## src/rtl/mmio_pkg.sv

```systemverilog
// Shared definitions for the MMIO bus responder: register offsets,
// status bit positions and the key-interrupt state encoding.
package mmio_pkg;

  localparam logic [63:0] KEY_DATA = 64'd0;
  localparam logic [63:0] KEY_STAT = 64'd8;
  localparam logic [63:0] KEY_CTRL = 64'd16;

  localparam int STAT_NONEMPTY  = 0;
  localparam int STAT_ART_VALID = 1;
  localparam int STAT_OVERFLOW  = 2;

  localparam logic [3:0] IRQ_VEC_NONE = 4'd0;
  localparam logic [3:0] IRQ_VEC_KEY  = 4'd1;

  typedef enum logic [1:0] {
    IDLE    = 2'd0,
    REQ     = 2'd1,
    SERVICE = 2'd2
  } irq_state_e;

endpackage

```

## src/rtl/mmio_bus_responder_key_fifo.sv

```systemverilog
// Synchronous key-byte FIFO. A push while full is accepted only when a pop
// happens in the same cycle, so the occupancy then stays at DEPTH.
module key_fifo #(
  parameter int DEPTH = 8,
  parameter int W     = 8
) (
  input  logic                     clk,
  input  logic                     reset,
  input  logic                     push,
  input  logic                     pop,
  input  logic [W-1:0]             wdata,
  output logic [W-1:0]             rdata,
  output logic                     full,
  output logic                     empty,
  output logic [$clog2(DEPTH):0]   count
);

  localparam int AW = $clog2(DEPTH);

  logic [W-1:0]  mem [DEPTH];
  logic [AW-1:0] wr_ptr, rd_ptr;
  logic          do_push, do_pop;

  assign empty   = (count == '0);
  assign full    = (count == (AW+1)'(DEPTH));
  assign do_pop  = pop & ~empty;
  assign do_push = push & (~full | do_pop);
  assign rdata   = mem[rd_ptr];

  // Storage is not reset; clearing the pointers is enough to discard it.
  always_ff @(posedge clk) begin
    if (do_push) mem[wr_ptr] <= wdata;
  end

  always_ff @(posedge clk) begin
    if (!reset) begin
      wr_ptr <= '0;
      rd_ptr <= '0;
      count  <= '0;
    end else begin
      if (do_push) wr_ptr <= wr_ptr + 1'b1;
      if (do_pop)  rd_ptr <= rd_ptr + 1'b1;
      count <= count + (AW+1)'(do_push) - (AW+1)'(do_pop);
    end
  end

endmodule

```

## src/rtl/mmio_bus_responder.sv

```systemverilog
// MMIO target for the core load/store port: key FIFO reads, ART transmit
// register writes, key IRQ sequencing. Optional MMIO_IRQ_MASK_EN adds ctrl reg.
module mmio_bus_responder
  import mmio_pkg::*;
#(
  parameter logic [63:0] KEY_BASE   = 64'h0000_0000_1000_0000,
  parameter logic [63:0] ART_BASE   = 64'h0000_0000_1000_0100,
  parameter int          FIFO_DEPTH = 8
) (
  input  logic        clk,
  input  logic        reset,
  input  logic [63:0] bus_address,
  input  logic [63:0] bus_write_data,
  input  logic        bus_write_enable,
  input  logic        bus_read_enable,
  output logic [63:0] bus_read_data,
  output logic [3:0]  interrupt_vector,
  input  logic        interrupt_ack,
  input  logic        interrupt_pending,
  input  logic        key_valid,
  input  logic [7:0]  key_data,
  output logic        art_valid,
  output logic [7:0]  art_data,
  input  logic        art_ready
);

  localparam int CW = $clog2(FIFO_DEPTH) + 1;

  logic          hit_kdata, hit_kstat, hit_kctrl, hit_art;
  logic          rd_kdata, rd_kstat;
  logic          fifo_full, fifo_empty;
  logic [7:0]    fifo_head;
  logic [CW-1:0] fifo_count;
  logic          key_drop, art_wr, art_take, art_drop, art_hs;
  logic          overflow, irq_en;
  logic [63:0]   rd_mux;
  irq_state_e    state, state_nx;

  assign hit_kdata = (bus_address == KEY_BASE + KEY_DATA);
  assign hit_kstat = (bus_address == KEY_BASE + KEY_STAT);
  assign hit_kctrl = (bus_address == KEY_BASE + KEY_CTRL);
  assign hit_art   = (bus_address == ART_BASE);

  assign rd_kdata = bus_read_enable & hit_kdata;
  assign rd_kstat = bus_read_enable & hit_kstat;

  key_fifo #(.DEPTH(FIFO_DEPTH), .W(8)) u_key_fifo (
    .clk   (clk),
    .reset (reset),
    .push  (key_valid),
    .pop   (rd_kdata),
    .wdata (key_data),
    .rdata (fifo_head),
    .full  (fifo_full),
    .empty (fifo_empty),
    .count (fifo_count)
  );

  // A full FIFO is never empty, so a data read always frees a slot.
  assign key_drop = key_valid & fifo_full & ~rd_kdata;

  assign art_hs   = art_valid & art_ready;
  assign art_wr   = bus_write_enable & hit_art;
  assign art_take = art_wr & (~art_valid | art_ready);
  assign art_drop = art_wr & art_valid & ~art_ready;

`ifdef MMIO_IRQ_MASK_EN
  always_ff @(posedge clk) begin
    if (!reset)                          irq_en <= 1'b1;
    else if (bus_write_enable & hit_kctrl) irq_en <= bus_write_data[0];
  end
`else
  assign irq_en = 1'b1;
`endif

  always_comb begin
    rd_mux = '0;
    if (hit_kdata && !fifo_empty) begin
      rd_mux = {56'b0, fifo_head};
    end else if (hit_kstat) begin
      rd_mux[STAT_NONEMPTY]  = ~fifo_empty;
      rd_mux[STAT_ART_VALID] = art_valid;
      rd_mux[STAT_OVERFLOW]  = overflow;
    end
`ifdef MMIO_IRQ_MASK_EN
    else if (hit_kctrl) begin
      rd_mux[0] = irq_en;
    end
`endif
  end

  always_ff @(posedge clk) begin
    if (!reset)               bus_read_data <= '0;
    else if (bus_read_enable) bus_read_data <= rd_mux;
  end

  // A new drop in the same cycle as a status read keeps the flag set.
  always_ff @(posedge clk) begin
    if (!reset)                    overflow <= 1'b0;
    else if (key_drop | art_drop)  overflow <= 1'b1;
    else if (rd_kstat)             overflow <= 1'b0;
  end

  always_ff @(posedge clk) begin
    if (!reset) begin
      art_valid <= 1'b0;
      art_data  <= '0;
    end else if (art_take) begin
      art_valid <= 1'b1;
      art_data  <= bus_write_data[7:0];
    end else if (art_hs) begin
      art_valid <= 1'b0;
    end
  end

  always_ff @(posedge clk) begin
    if (!reset) begin
      state            <= IDLE;
      interrupt_vector <= IRQ_VEC_NONE;
    end else begin
      state            <= state_nx;
      interrupt_vector <= (state_nx == REQ) ? IRQ_VEC_KEY : IRQ_VEC_NONE;
    end
  end

  always_comb begin
    state_nx = state;
    case (state)
      IDLE:    if (!fifo_empty && irq_en && !interrupt_pending) state_nx = REQ;
      REQ:     if (interrupt_ack)                state_nx = SERVICE;
               else if (fifo_empty || !irq_en)   state_nx = IDLE;
      SERVICE: if (!interrupt_pending)           state_nx = IDLE;
      default: state_nx = IDLE;
    endcase
  end

  logic unused_bits;
  assign unused_bits = ^{bus_write_data[63:8], fifo_count, hit_kctrl};

endmodule
```

## config.mk

```make
export PLATFORM = sky130hd
export DESIGN_NAME = mmio_bus_responder
export DESIGN_NICKNAME = d
export VERILOG_FILES = /design/src/rtl/mmio_pkg.sv /design/src/rtl/mmio_bus_responder_key_fifo.sv /design/src/rtl/mmio_bus_responder.sv
export SDC_FILE = /design/constraint.sdc
export NUM_CORES = 1
export LEC_CHECK = 0
export ABC_AREA = 1
export BUFFER_PORTS_ARGS = -buffer_cell sky130_fd_sc_hd__buf_4
export CORE_MARGIN = 4
export CORE_UTILIZATION = 47
export DETAILED_ROUTE_END_ITERATION = 8
export PLACE_DENSITY = 0.86
export SYNTH_ARGS = -nofsm -noshare
export SYNTH_HDL_FRONTEND = slang
export SYNTH_HIERARCHICAL = 1
export SYNTH_SLANG_ARGS = --single-unit
```

## constraint.sdc

```tcl
create_clock -name clk -period 3.45 [get_ports clk]
set_clock_uncertainty 0.2 [all_clocks]
set_input_delay 0.1725 -clock clk [delete_from_list [all_inputs] [get_ports clk]]
set_output_delay 0.1725 -clock clk [all_outputs]
set_load 0.05 [all_outputs]
```

==> summary.txt, run 1 <==
CTS
  – Clock-pin slew on the worst setup and hold paths: 0.09 ns
  – Clock root buffer: clkbuf_8
  – Resize count post-CTS: 0
  – Hold buffers post-CTS: 31
  – H-tree level count: 3
  – Setup Buffers After CTS: 0
  – CTS tree: yes
  – Maximum root-to-sink buffer count: 2
  – CTS buffer count: 9
  – Sink Count: about 100
  – Worst skew pair latency: 0.37 ns

Layout
  – Ant. Diodes: 0
  – Share of layout cells above drive strength 1: 0.221
  – Multi-input logic area: between 1500 and 2000 um2
  – Synth-to-layout area growth: 25.4%
  – FF+latch area: between 2000 and 3000 um2
  – # nets final: 822
  – FILL cells: 759

Die
  – Num ports: 221
  – Initial Utilization: 0.488
  – Core ar.: 9910 um2
  – DIE WIDTH: 109 um
  – Die extent in y: 109 um
  – DIE AREA: roughly 12,000 um2
  – Cell row count: 36

Power and ir drop
  – Static leakage: 0.00263 uW
  – Max IR drop VDD: 0.320 mV
  – Pwr Density: 457 nW/um2
  – Pwr Total: 2780 uW

Synth
  – Post-synth EDFFs: 64
  – Synth cell types: 33
  – Cells after Synth: 527
  – Average cell area after synthesis: 9.18 um2
  – Synth Register Bits: 98
  – Synth Warn #: 6
  – Mapped Area: roughly 4800 um2
  – Asr flop ratio synth: 0
  – Sequential area share after synthesis: 0.538
  – Leading area contributor after synthesis: edfxtp_1
  – Main synth FF type: edfxtp_1
  – Synth top area cells: edfxtp_1 40%, dfxtp_1 14%, nor2_1 9.5%
  – Top-area cell type share of the netlist area: 0.397

STA
  – Max_slew headroom: 0.298
  – RSZ-0062 raised after global routing: no
  – Final hold viol count: 0
  – Slew @ Worst Pin: about 1.1 ns
  – Setup violators final: 0
  – Max Fclk: approximately 360 MHz
  – Min Tclk post-route: 2.75 ns
  – Fin crit share: 0.796
  – Max-slew violation count: 0
  – Setup TNS: 0 ns

Detailed routing
  – DR DRC count: 0
  – Wirelength, routed: 12,100 um
  – Avg WL per Cell: 14.9 um
  – DR vias: 4,044
  – Via-to-Cell Ratio: 5.00
  – Drt initial violations: 305
  – Antenna-violating nets left: 0
  – First-pass detailed-route iteration total: 5

Setup path
  – Startpoint types: flip-flop
  – Reg2reg path depth: 7
  – Crit-path max FO: 32
  – Arr. time, crit path: 2.87 ns
  – Worst Path Required: 3.57 ns
  – Endpoint type of the worst setup path: flip-flop
  – Critical path type: flip-flop to flip-flop

Worst hold path
  – HP Class: primary input to flip-flop
  – Hold Crit Depth: 8

Global route
  – Grt ovf: 0
  – Antenna violations before repair: 0
  – Vias in the first global route: 4,005
  – Gr usage total: 0.207
  – First-pass GRT wire length: 18,800 um
  – Largest net degree at the start of global routing: 34

Place
  – Dpl hpwl: slightly above 8000 um
  – IO Port Bufs: approximately 110
  – RD Place Congestion: 0.766

Status
  – Status: complete, no violations

Run
  – Max-cap viol count: 0
==> cell families after synthesis <==
logic type / after synthesis / synth area share
compound gates: 79 / 0.0833
xor+xnor: 1 / 0.00181
fa+ha+maj: 8 / 0.0222
buf+inv: 102 / 0.137
flops: 98 / 0.538
other cells: 1 / 0.000775
simple gates: 238 / 0.217
==> layout make-up <==
class	count	share of cell area
Clock inverter	6	0.0157
Timing Repair Buffer	146	0.193
Inverter	30	0.0186
Multi-Input combinational cell	385	0.295
Tap cell	133	0.0274
Sequential cell	98	0.429
Clock buffer	10	0.0210
==> worst paths after layout <==
path                                               startpoint                       endpoint  slack [ns]
worst max-delay path                                flip-flop  bus_read_data[0]$_SDFFE_PN0P_        0.70
worst min-delay path                          bus_address[12]         art_valid$_SDFFE_PN0P_        0.16
worst max register to register                      flip-flop  bus_read_data[0]$_SDFFE_PN0P_        0.70
worst min register to register  bus_read_data[1]$_SDFFE_PN0P_  bus_read_data[1]$_SDFFE_PN0P_        0.27
==> placed cells by master, fill, tap and decap left out, drive strengths merged <==
cell,netlist,layout
a211oi,1,1
a21oi,13,13
a31oi,1,1
and3,2,2
buf,71,115
bufinv,0,2
clkbuf,1,10
conb,1,59
dfxtp,34,34
dlygate4sd3,0,31
edfxtp,64,64
fa,1,1
ha,7,7
inv,30,34
nand2,78,78
nand3,21,21
nand3b,3,3
nand4,4,4
nor2,129,129
nor3b,1,1
o21ai,64,64
xor2,1,1
==> flip-flops by register name, indices dropped and copies added (netlist names), named ones only <==
| register | cells |
|---|---|
| u_key_fifo/wr_ptr | 3 |
| u_key_fifo/count | 4 |
| state | 2 |
| bus_read_data | 8 |
| art_valid | 1 |
| u_key_fifo/rd_ptr | 3 |
| interrupt_vector | 1 |
| u_key_fifo/mem | 64 |
| overflow | 1 |
| art_data | 8 |
==> metrics by stage <==
step / cells / setup slack (ns) / hold WS [ns] / util / cell area (um2)
3_5_place_dp: 761 / 0.475 / 0.203 / 0.558 / 5530
5_1_grt: 808 / 0.496 / 0.193 / 0.612 / 6070
6_report: 808 / 0.705 / 0.156 / 0.612 / 6070
2_1_floorplan: 585 / 1.02 / 0.0701 / - / 5060
4_1_cts: 808 / 0.743 / 0.137 / 0.612 / 6070
3_3_place_gp: 761 / 0.581 / 0.198 / 0.558 / 5530
==> metal layers <==
| layer | global-route usage | up-vias | share of wire |
|---|---|---|---|
| met4 | 0.123 | 0 | 0.037 |
| met2 | 0.366 | 222 | 0.52 |
| met5 | 0 | - | 0 |
| met1 | 0.235 | 1886 | 0.37 |
| li1 | - | 1900 | - |
| met3 | 0.0317 | 36 | 0.069 |
==> worst max-delay path, cell delays in order (launching register included) <==
cell	delay [ns]
dfxtp_1	1.02
o21ai_0	0.29
o21ai_0	0.22
nand2_1	0.08
nand2_1	0.11
nand4_1	0.10
a31oi_1	0.13
dlygate4sd3_1	0.55
==> cells in the mapped netlist, drive strengths merged (2+ instances only) <==
master and instances:
nand2 78, and3 2, nor2 129, inv 30, nand3 21, nand4 4, ha 7, o21ai 64
dfxtp 34, edfxtp 64, a21oi 13, buf 71, nand3b 3
==> power breakdown <==
group | total (uW) | internal, uW | switching (uW)
sequential | 1360 | 1320 | 35.9
clock | 822 | 419 | 403
combinational | 596 | 196 | 400
(Power assumes the default switching activity.)
==> inputs of run 2 (changes only) <==
- clock period: 3.45 -> 2.7 ns (I/O delays scaled with it)
==> summary.txt, run 2 (synthesized netlist as in run 1, its figures left out) <==
Status
  – Status: complete, no violations

CTS
  – Setup Buffers After CTS: 0
  – CTS buffer count: 9
  – H-tree level count: 3
  – Worst skew pair latency: 0.37 ns
  – Clock root buffer: clkbuf_8
  – Maximum root-to-sink buffer count: 2
  – Clock-pin slew on the worst setup and hold paths: 0.09 ns
  – CTS tree: yes
  – Sink Count: 98

Layout
  – Largest registers: u_key_fifo/mem: 64 flops, art_data: 8 flops, bus_read_data: 8 flops
  – Ant. Diodes: 0
  – Share of layout cells above drive strength 1: 0.226
  – # nets final: 828
  – Post-route cell area: 6090 um2
  – Max reg flops: 64
  – Most frequent cells in the layout: 123 x nor2_1, 120 x buf_4, 73 x nand2_1
  – Synth-to-layout area growth: 25.8%
  – Top reg by flops: u_key_fifo/mem
  – Most common cell after layout, fill and taps aside: nor2_1
  – FILL cells: between 700 and 800

Die
  – Initial Utilization: 0.488
  – Cell row count: 36
  – DIE WIDTH: 109 um
  – Die extent in y: 109 um
  – Core ar.: 9910 um2
  – Num ports: 221
  – DIE AREA: about 12,000 um2

Global route
  – First-pass GRT wire length: 17,900 um
  – Grt ovf: 0
  – GRT busiest layer: met2
  – Largest net degree at the start of global routing: 33
  – Vias in the first global route: 3,794
  – Gr usage total: 0.195
  – Antenna violations before repair: 0
  – Met1 Use GR: 0.228
  – Met2 Use GR: 0.348
  – Met3 Track Usage GR: 0.0399

STA
  – Max-slew violation count: 0
  – Final hold viol count: 0
  – Setup violators final: 0
  – Setup TNS: 0 ns
  – Max_slew headroom: 0.622
  – Min Tclk post-route: 2.37 ns
  – Final WS setup: around 0.33 ns
  – Max Fclk: 421 MHz
  – Slew @ Worst Pin: 0.566 ns
  – RSZ-0062 raised after global routing: no
  – Fin crit share: 0.879

Detailed routing
  – Via-to-Cell Ratio: 4.88
  – DR vias: 3,971
  – First-pass detailed-route iteration total: 4
  – DR DRC count: 0
  – Antenna-violating nets left: 0
  – Avg WL per Cell: 14.1 um
  – Wirelength, routed: roughly 12,000 um
  – Drt initial violations: 371

Setup path
  – CP top delay family: buffers and inverters
  – Max incr delay on CP: 0.56 ns
  – Crit-path max FO: 32
  – Crit-path slowest cell: dlygate4sd3_1
  – Reg2reg path depth: 8
  – Endpoint type of the worst setup path: flip-flop
  – Worst Path Required: roughly 2.8 ns
  – Arr. time, crit path: 2.49 ns
  – Startpoint types: flip-flop
  – Critical path type: flip-flop to flip-flop
  – Buf/Inv on CP: 2
  – Critical-path cell list: inv_2 > o21ai_0 > o21ai_0 > nand2_1 > nand2_1 > nand4_1 > a31oi_1 > dlygate4sd3_1
  – Worst path depth: 8

Place
  – Dpl hpwl: 8030 um
  – IO Port Bufs: 105
  – Place WS: about 0.018 ns
  – RD Place Congestion: between 0.8 and 0.9
  – Area after DPL: between 5000 and 6000 um2

Power and ir drop
  – Pwr Density: 561 nW/um2
  – Max IR drop VDD: 0.438 mV
  – Static leakage: 0.00265 uW

Worst hold path
  – Hold Crit Depth: 8
  – HP Class: primary input to flip-flop

Run
  – Max-cap viol count: 0
==> run 2: cell types whose count changed in the layout (fill, tap and decap cells not counted), sizes merged <==
cell / delta
bufinv: -1
dlygate4sd3: +1
inv: -2
buf: +5
clkinv: +3
==> run 2: repair_timing <==
action,in CTS,in global routing
hold endpoints to repair,98,0
endpoints found under the setup margin,0,1
gates resized for setup,0,1
hold buffers,32,0
==> run 2: path summary, 6_finish.rpt <==
path / start / end / slack, ns
worst max-delay path: flip-flop / bus_read_data[0]$_SDFFE_PN0P_ / 0.33
worst min-delay path: bus_address[10] / art_valid$_SDFFE_PN0P_ / 0.11
worst max register to register: flip-flop / bus_read_data[0]$_SDFFE_PN0P_ / 0.33
worst min register to register: state[1]$_SDFF_PN0_ / state[1]$_SDFF_PN0_ / 0.27
==> run 2: layer usage <==
metal | routed length, um | vias to the layer above | share of wire
li1 | - | 1918 | -
met1 | 4340 | 1829 | 0.38
met2 | 5850 | 195 | 0.51
met3 | 1010 | 29 | 0.088
met4 | 308 | 0 | 0.027
met5 | 0 | - | 0
==> run 2: worst register-to-register path: stages (launching register included) <==
cell and delay (ns):
dfxtp_2 0.41, inv_2 0.46, o21ai_0 0.20, o21ai_0 0.10, nand2_1 0.06, nand2_1 0.09
nand4_1 0.10, a31oi_1 0.14, dlygate4sd3_1 0.56
==> run 2: metrics by stage <==
stage               utilization  hold WS, ns  cells  total power (uW)
floorplan                     -       0.0326    585              2320
global placement          0.562        0.162    766              2440
detailed placement        0.562        0.166    766              2480
CTS                       0.614        0.102    814              3420
global route              0.614        0.153    814              3580
finish                    0.614        0.110    814              3420
==> run 2: cell type report <==
cell class	count	area (um2)	share of cell area
Multi-Input combinational cell	385	1790	0.294
Clock buffer	10	128	0.0210
Sequential cell	98	2600	0.428
Timing Repair Buffer	152	1220	0.201
Clock inverter	6	65.1	0.0107
Tap cell	133	166	0.0273
Inverter	30	113	0.0185
==> run 2: power by group <==
group	switching [uW]	total, uW	leakage (uW)	internal (uW)
clock	492	924	0.0000987	432
combinational	504	759	0.00169	255
sequential	47.0	1730	0.000857	1690
==> inputs of run 3 (changes only) <==
- ABC_AREA: 1 -> unset
- PLACE_DENSITY: 0.86 -> 0.87
==> summary.txt, run 3 <==
Layout
  – Synth-to-layout area growth: 29.2%
  – Most frequent cells in the layout: 124 x buf_4, 64 x edfxtp_1, 59 x conb_1
  – # nets final: about 660
  – Share of layout cells above drive strength 1: 0.319
  – FILL cells: 702
  – Ant. Diodes: 0
  – Top reg by flops: u_key_fifo/mem
  – Max reg flops: 64
  – Most common cell after layout, fill and taps aside: buf_4
  – Largest registers: u_key_fifo/mem: 64 flops, art_data: 8 flops, bus_read_data: 8 flops
  – Final core utilization: 0.626

STA
  – Max-slew violation count: 0
  – Setup violators final: 0
  – Max Fclk: 382 MHz
  – Max_slew headroom: 0.653
  – Final WS setup: slightly above 0.08 ns
  – Fin crit share: 0.970
  – Final hold viol count: 0
  – Min Tclk post-route: 2.62 ns
  – Slew @ Worst Pin: 0.520 ns

Global route
  – Grt ovf: 0
  – Gr usage total: 0.194
  – First-pass GRT wire length: 17,300 um
  – Largest net degree at the start of global routing: 23
  – Vias in the first global route: approximately 3,400
  – Antenna violations before repair: 0

Run
  – Max-cap viol count: 0

Synth
  – Count leader, synth: edfxtp_1
  – Mapped Area: 4740 um2
  – Synth cell types: 50
  – Synth top area cells: edfxtp_1 41%, dfxtp_1 14%, buf_4 9.4%
  – Cells after Synth: ~360
  – Top-area cell type share of the netlist area: 0.406
  – Synth Warn #: 6
  – Main synth FF type: edfxtp_1
  – Leading area contributor after synthesis: edfxtp_1
  – Post-synth EDFFs: 64
  – Synth Register Bits: 98
  – Asr flop ratio synth: 0
  – Sequential area share after synthesis: 0.550
  – Most frequent cells after synthesis: 64 x edfxtp_1, 59 x buf_4, 34 x dfxtp_1, 22 x nor4_1, 21 x nor2_1
  – Average cell area after synthesis: 13.1 um2

Place
  – Dpl hpwl: 8500 um
  – Place WS: -0.342 ns
  – IO Port Bufs: 105
  – RD Place Congestion: roughly 0.81

Setup path
  – Arr. time, crit path: 2.68 ns
  – Crit-path max FO: 4
  – Critical path type: primary input to flip-flop
  – Startpoint types: primary input
  – Worst Path Required: 2.77 ns
  – Endpoint type of the worst setup path: flip-flop
  – R2r setup slk: 0.29 ns

Die
  – Initial Utilization: 0.485
  – DIE WIDTH: between 100 and 150 um
  – Die extent in y: 108 um
  – DIE AREA: 11,700 um2
  – Core ar.: 9770 um2
  – Cell row count: 36
  – Num ports: 221

Detailed routing
  – DR DRC count: 0
  – First-pass detailed-route iteration total: 4
  – DR vias: around 3,300
  – Drt initial violations: 175
  – Wirelength, routed: 11,200 um
  – Antenna-violating nets left: 0
  – Avg WL per Cell: 17.3 um
  – Via-to-Cell Ratio: 5.13

Worst hold path
  – HP Class: primary input to flip-flop

CTS
  – Maximum root-to-sink buffer count: 2
  – Clock root buffer: clkbuf_8
  – Clock-pin slew on the worst setup and hold paths: 0.09 ns
  – Worst skew pair latency: 0.36 ns
  – Setup Buffers After CTS: 0
  – H-tree level count: 3
  – Sink Count: just under 100
  – CTS tree: yes
  – CTS buffer count: 9

Status
  – Status: complete, no violations

Power and ir drop
  – Max IR drop VDD: roughly 0.29 mV
  – Static leakage: 0.00246 uW
  – Pwr Density: 579 nW/um2
-- run 3: changes by cell type after synthesis, moves of 8 or more --
cell,previous run,this run
nor4_1,0,22
nor2_1,123,21
mux4_1,0,15
nor2b_1,0,9
nor3_1,0,8
nand2_1,73,18
mux2_2,0,8
nand3_1,18,0
inv_1,28,7
mux2i_1,0,13
o21ai_0,37,3
o21ai_1,26,0
-- run 3: metrics by stage --
step | instances | total power, uW | setup TNS (ns) | hold WS, ns | instance area, um2
final | 647 | 3550 | 0 | 0.0265 | 6120
after global routing | 647 | 3710 | -0.0216 | 0.0772 | 6120
after CTS | 647 | 3550 | 0 | 0.00299 | 6090
after detailed placement | 605 | 2480 | -5.07 | 0.171 | 5600
after global placement | 605 | 2440 | -2.52 | 0.162 | 5600
after floorplan | 420 | 2290 | -7.18 | 0.0339 | 5030
-- run 3: cell families after synthesis --
family,synth area share
AO/OA/AOI/OAI,0.0407
XOR/XNOR,0.00185
adder cells (fa/ha/maj),0.0227
buffers and inverters,0.116
flip-flops,0.550
multiplexers,0.134
other,0.000792
AND/OR/NAND/NOR,0.134
-- run 3: repair_timing --
| action | 4_1_cts | 5_1_grt |
|---|---|---|
| endpoints found under the setup margin | 0 | 6 |
| gates resized for setup | 0 | 5 |
| hold buffers | 26 | 0 |
| endpoints found under the hold margin | 92 | 0 |
-- run 3: cell type report --
| cell class | instances | area, um2 | area share |
|---|---|---|---|
| Clock inverter | 6 | 96.3 | 0.0157 |
| Sequential cell | 98 | 2600 | 0.425 |
| Timing Repair Buffer | 150 | 1190 | 0.195 |
| Inverter | 8 | 30.0 | 0.00491 |
| Clock buffer | 10 | 128 | 0.0209 |
| Tap cell | 133 | 166 | 0.0272 |
| Multi-Input combinational cell | 242 | 1910 | 0.311 |
-- run 3: worst paths after layout --
check,start,end,depth (start not counted)
worst min-delay path,bus_address[13],overflow$_SDFFE_PN0P_,6
worst min register to register,bus_read_data[3]$_SDFFE_PN0P_,bus_read_data[3]$_SDFFE_PN0P_,1
worst max register to register,u_key_fifo/count[2]$_SDFF_PN0_,u_key_fifo/count[2]$_SDFF_PN0_,10
worst max-delay path,bus_address[0],u_key_fifo/count[2]$_SDFF_PN0_,12
-- run 3: critical path, stage by stage --
cell     delay, ns
buf_4         0.12
nor4_4        0.30
nand4_1       0.22
nor4_4        0.36
and3_4        0.26
nor2b_2       0.17
mux2i_1       0.22
ha_2          0.23
inv_2         0.04
fa_2          0.35
xnor2_1       0.12
and2_1        0.14
-- run 3: per-layer routing --
metal | track usage | wire length, um | part of all wire | up-vias
met5 | 0 | 0 | 0 | -
met4 | 0.0730 | 182 | 0.016 | 0
met3 | 0.0376 | 756 | 0.067 | 17
met2 | 0.357 | 5970 | 0.53 | 164
met1 | 0.223 | 4290 | 0.38 | 1594
li1 | - | - | - | 1547
-- run 3: power breakdown --
group | internal, uW | switching [uW] | leakage (uW)
registers | 1690 | 45.5 | 0.000856
clock network | 535 | 519 | 0.000109
logic | 291 | 468 | 0.00150
